### config.mk
export PLATFORM = sky130hd
export DESIGN_NAME = num
export DESIGN_NICKNAME = d
export VERILOG_FILES = /design/src/rtl/num_pkg.sv /design/src/rtl/num_mod10_6.sv /design/src/rtl/num.sv
export SDC_FILE = /design/constraint.sdc
export NUM_CORES = 1
export LEC_CHECK = 0
export BUFFER_PORTS_ARGS = -buffer_cell sky130_fd_sc_hd__buf_4
export CAP_MARGIN = 5
export CORE_ASPECT_RATIO = 1.4
export CORE_MARGIN = 5
export CORE_UTILIZATION = 30
export CTS_CLUSTER_DIAMETER = 30
export DETAILED_ROUTE_END_ITERATION = 10
export PLACE_DENSITY_LB_ADDON = 0.25
export REMOVE_ABC_BUFFERS = 1
export SLEW_MARGIN = 20
export SYNTH_ARGS = -nofsm -noshare
export SYNTH_HDL_FRONTEND = slang
export SYNTH_SLANG_ARGS = --single-unit
### constraint.sdc
create_clock -name clk -period 3.2 [get_ports clk]
set_input_delay 0.32 -clock clk [delete_from_list [all_inputs] [get_ports clk]]
set_output_delay 0.32 -clock clk [all_outputs]
set_load 0.03 [all_outputs]
### src/rtl/num_pkg.sv
// Shared MIX constants for the character/number conversion units.
// BYTE_W    : bits per MIX byte
// DIGITS    : bytes (decimal digits) held in rA:rX
// WORD_W    : width of a MIX word magnitude (5 bytes)
// IN_W      : width of the combined rA:rX register pair
// CHAR_ZERO : MIX character code for '0'
package num_pkg;

  localparam int BYTE_W    = 6;
  localparam int DIGITS    = 10;
  localparam int WORD_W    = 30;
  localparam int IN_W      = BYTE_W * DIGITS;
  localparam int CHAR_ZERO = 30;
  localparam int CNT_W     = 4;

  // Digit count in the width of the job counter, so compares stay width-matched.
  localparam logic [CNT_W-1:0] DIGITS_C = CNT_W'(DIGITS);

  // Character code of a decimal digit 0..9.
  function automatic logic [BYTE_W-1:0] char_code(input logic [3:0] digit);
    return BYTE_W'(CHAR_ZERO) + BYTE_W'(digit);
  endfunction

endpackage

### src/rtl/num_mod10_6.sv
// Combinational byte -> decimal digit reduction (byte mod 10) for NUM.
// byte_i  : 6-bit MIX byte, any value 0..63
// digit_o : byte_i mod 10, always 0..9
// Character codes 30..39 map onto 0..9 naturally; non-digit bytes are folded
// by the same rule without any error indication.
module num_mod10_6
  import num_pkg::*;
(
  input  logic [BYTE_W-1:0] byte_i,
  output logic [3:0]        digit_o
);

  // 64-entry table grouped by result digit.
  always_comb begin
    digit_o = 4'd0;
    case (byte_i)
      6'd0,  6'd10, 6'd20, 6'd30, 6'd40, 6'd50, 6'd60: digit_o = 4'd0;
      6'd1,  6'd11, 6'd21, 6'd31, 6'd41, 6'd51, 6'd61: digit_o = 4'd1;
      6'd2,  6'd12, 6'd22, 6'd32, 6'd42, 6'd52, 6'd62: digit_o = 4'd2;
      6'd3,  6'd13, 6'd23, 6'd33, 6'd43, 6'd53, 6'd63: digit_o = 4'd3;
      6'd4,  6'd14, 6'd24, 6'd34, 6'd44, 6'd54:        digit_o = 4'd4;
      6'd5,  6'd15, 6'd25, 6'd35, 6'd45, 6'd55:        digit_o = 4'd5;
      6'd6,  6'd16, 6'd26, 6'd36, 6'd46, 6'd56:        digit_o = 4'd6;
      6'd7,  6'd17, 6'd27, 6'd37, 6'd47, 6'd57:        digit_o = 4'd7;
      6'd8,  6'd18, 6'd28, 6'd38, 6'd48, 6'd58:        digit_o = 4'd8;
      6'd9,  6'd19, 6'd29, 6'd39, 6'd49, 6'd59:        digit_o = 4'd9;
      default:                                         digit_o = 4'd0;
    endcase
  end

endmodule

### src/rtl/num.sv
// MIX NUM execution unit: converts the 10 bytes of rA:rX into a 30-bit
// binary magnitude, one decimal digit per clock, most significant byte first.
// clk   : system clock
// reset : synchronous active-high reset (overrides start)
// start : one-cycle pulse; samples in and (re)starts a conversion
// stop  : high for exactly one cycle when out is final
// in    : {rA,rX}; byte k = in[59-6k -: 6], k=0 is the most significant digit
// out   : running/final result, held after stop until the next start/reset
module num
  import num_pkg::*;
(
  input  logic              clk,
  input  logic              reset,
  input  logic              start,
  output logic              stop,
  input  logic [IN_W-1:0]   in,
  output logic [WORD_W-1:0] out
);

  logic              run_q,   run_d;
  logic [CNT_W-1:0]  count_q, count_d;
  logic [IN_W-1:0]   sr_q,    sr_d;
  logic [WORD_W-1:0] acc_q,   acc_d;
  logic [3:0]        digit;

  // Digit of the current top byte of the shift register.
  num_mod10_6 u_mod10 (
    .byte_i  (sr_q[IN_W-1 -: BYTE_W]),
    .digit_o (digit)
  );

  assign stop = run_q && (count_q == DIGITS_C);
  assign out  = acc_q;

  always_comb begin
    run_d   = run_q;
    count_d = count_q;
    sr_d    = sr_q;
    acc_d   = acc_q;
    if (start) begin
      // A start while busy simply restarts; the aborted job never signals stop.
      run_d   = 1'b1;
      count_d = '0;
      sr_d    = in;
      acc_d   = '0;
    end else if (run_q) begin
      if (count_q < DIGITS_C) begin
        // acc*10 + d as two shifts and adds; truncation gives the mod 2^30 wrap.
        acc_d   = (acc_q << 3) + (acc_q << 1) + WORD_W'(digit);
        sr_d    = sr_q << BYTE_W;
        count_d = count_q + 1'b1;
      end else begin
        // Edge after stop (or an impossible count > 10): go idle, keep acc.
        run_d   = 1'b0;
        count_d = '0;
      end
    end
  end

  always_ff @(posedge clk) begin
    if (reset) begin
      run_q   <= 1'b0;
      count_q <= '0;
      sr_q    <= '0;
      acc_q   <= '0;
    end else begin
      run_q   <= run_d;
      count_q <= count_d;
      sr_q    <= sr_d;
      acc_q   <= acc_d;
    end
  end

endmodule

==> flow_summary.toml <==
[routing]
drc_errors = 0
wl_um = 18400
drt_pass1_iterations = 5
via_per_inst = 5.29
drt-initial-drc-count = 300
vias = 6269
drtAntennaViolNets = 0
avgRoutedWirePerCell_um = 15.5
m1WireLength_um = 7730
wl_met2_um = 9450
topRoutingLayerUsed = "met4"
route.met3.wl_um = 862

[clock_network]
cts_resized = 0
hold_buffers = 0
post-cts-setup-buffers = 0
cts-root-buf = "clkbuf_16"
clock_path_buffers = 2
clk_pin_slew_worst_paths_ns = 0.08
clock-sinks = 99
numCtsBuffers = 9
clk_latency_ns = 0.35
htree_levels = 3
cts_tree = "yes"

[placement]
io_buffers = 93
dpl_cell_area_mm2 = 0.00732
dp_slack_ns = 0.181
dpl.hpwl_um = 13400
gp_congestion = 0.871

[setup_path]
cp_max_fo = 4
worstSetupStartpointType = "flip-flop"
cpPeakStageDelay_ns = 0.53
crit_chain = "inv_1 > fa_1 > inv_1 > fa_1 > a21o_1 > a221o_1 > a221o_1 > a31oi_1 > xor2_1 > o21ai_1"
cp.required_ns = 3.44
slowest_stage = "fa_1"
crit_type = "flip-flop to flip-flop"
critPathArrivalTime_ns = 3.26
end_kind = "flip-flop"
rrSetupSlack_ns = 0.18

[job]
maxCapViolations = 0

[synth]
yosys.area.top_type = "dfxtp_1"
ys_ff_latch = 99
synth.avg_cell_area_um2 = 7.54
synthAdderAreaFrac_pct = 12.3
synth_top_family_by_area = "compound AO/OA/AOI/OAI gates"
synth_simple_gate_area_share_pct = 22.5
synth_cell_types = 73
synthCells = 855
ys.flop_type = "dfxtp_1"
synth_enable_flop_cells = 0
syn_area_mm2 = 0.00644
synth-xor-area-share_pct = 1.36
ys_top_cells_by_area = "dfxtp_1, a21oi_1, ha_1"
async_flop_share_pct = 0
synth.area.mux_share_pct = 0.815
synth_top_cell_area_share_pct = 30.8
synth_warnings = 0
synth_compound_area_share_pct = 26.5
synth_seq_area_share_pct = 30.8

[finish]
final_cell_mix = "a21oi_1, nand2_1, buf_4"
area_growth_pct = 18.3
layout_commonest_cell = "a21oi_1"
final_cell_area_mm2 = 0.00762
n_fill_cell = 2265
antenna_cells = 0
layout.nets = 1046
layout-drive-gt1-share_pct = 15.6

[sta]
tns_ns = 0
maxSlewViolCount = 0
worst_hold_slack_ns = 0.193
fin_worst_skew_ns = 0.00824
post-route-min-period_ns = 3.02
setup_slack_ns = 0.177
rsz0062_at_grt = "no"
fmax_ghz = 0.331
setup_violations = 0
hold_violations = 0
worst_slew_pin_slew_ns = 0.761
post-route-period-util_pct = 94.5
relSlewSlack_pct = 49.3

[die]
die-area_mm2 = 0.0246
core_area_mm2 = 0.0212
die_w_um = 134
rows = 63
ios = 94
die_h_um = 183
floorplan.initialDensity_pct = 30.4

[power]
switching_power_w = 0.000800
clockPowerShare_pct = 40.2
ir_drop_uv = 224
p_int_w = 0.00202
combinationalPowerShare_pct = 13.2
power.share.sequential_pct = 46.6
p_sw_share_pct = 28.4
power_density_mw_per_mm2 = 369
p_leak_nw = 3.38

[global_routing]
grt_pass1_wl_um = 30800
antenna_found_initial = 0
overflow = 0
track_usage_pct = 15.2
grt_pass1_vias = 6138
grt_max_degree = 81

[run_status]
outcome = "finished clean"

[worst_hold_path]
hold_class = "primary input to flip-flop"
## metal layers
layer,vias up,GRT usage [%]
li1,3183,-
met2,106,27.5
met5,-,0
met3,27,3.83
met4,0,4.90
met1,2953,17.4
## cells in the mapped netlist (8+ instances only)
cell type,n
a21o_1,16
inv_1,24
nand2_1,146
buf_2,8
and3_1,14
a211oi_1,8
ha_1,60
a21oi_1,152
o21ai_0,19
nand4_1,9
nand3_1,26
clkbuf_1,31
dfxtp_1,99
o211ai_1,12
nor3_1,12
nor2_1,88
## final timing paths
kind,end,start,cells after the start
worst min register to register,out[0]$_SDFFE_PP0P_,u_mod10.digit_o[0]$_SDFF_PP0_,2
worst max register to register,out[22]$_SDFFE_PP0P_,out[0]$_SDFFE_PP0P_,10
worst min-delay path,sr_q[11]$_SDFFE_PP0N_,in[11],3
worst max-delay path,out[22]$_SDFFE_PP0P_,out[0]$_SDFFE_PP0P_,10
## registers in the layout, summed over array words and instances (netlist names)
register,flops
count_q,4
out,30
run_q,1
sr_q,60
u_mod10.digit_o,4
## area by class of cell
cell class | count | area (um2) | share of cell area [%]
clock buffers | 10 | 239 | 3.13
clock inverters | 6 | 65.1 | 0.853
inverters | 24 | 90.1 | 1.18
multi-input cells | 678 | 4090 | 53.7
flip-flops and latches | 99 | 1980 | 26.0
well taps | 260 | 325 | 4.27
repair buffers | 109 | 831 | 10.9
## critical path: cells and delay by family (launching register included)
family | cells | cell delay (ns)
DFF | 1 | 0.38
adders and majority gates | 2 | 0.99
xor gates and xnor gates | 1 | 0.17
AOI/OAI and AO/OA | 5 | 1.24
buffers and inverters | 2 | 0.14
## power groups by stage
stage               Clock [W]  Combinational, W  Sequential [W]
global route          0.00123          0.000424         0.00132
CTS                   0.00118          0.000379         0.00131
floorplan                   0          0.000200         0.00134
global placement            0          0.000377         0.00134
finish                0.00113          0.000373         0.00131
detailed placement          0          0.000378         0.00134
## stage by stage
step / utilization [%] / std cells / total power [W]
3_3_place_gp: 34.5 / 1170 / 0.00172
4_1_cts: 36.0 / 1186 / 0.00287
3_5_place_dp: 34.5 / 1170 / 0.00172
2_1_floorplan: - / 801 / 0.00154
6_report: 36.0 / 1186 / 0.00282
5_1_grt: 36.0 / 1186 / 0.00297
## cell families (layout without fill, tap and decap cells)
family,after synthesis,in the layout
multiplexers,5,5
buffers and inverters,78,149
flip-flops,99,99
AO/OA/AOI/OAI,272,272
AND/OR/NAND/NOR,329,329
adder cells (fa/ha/maj),62,62
XOR/XNOR,10,10
(Power assumes the default switching activity.)
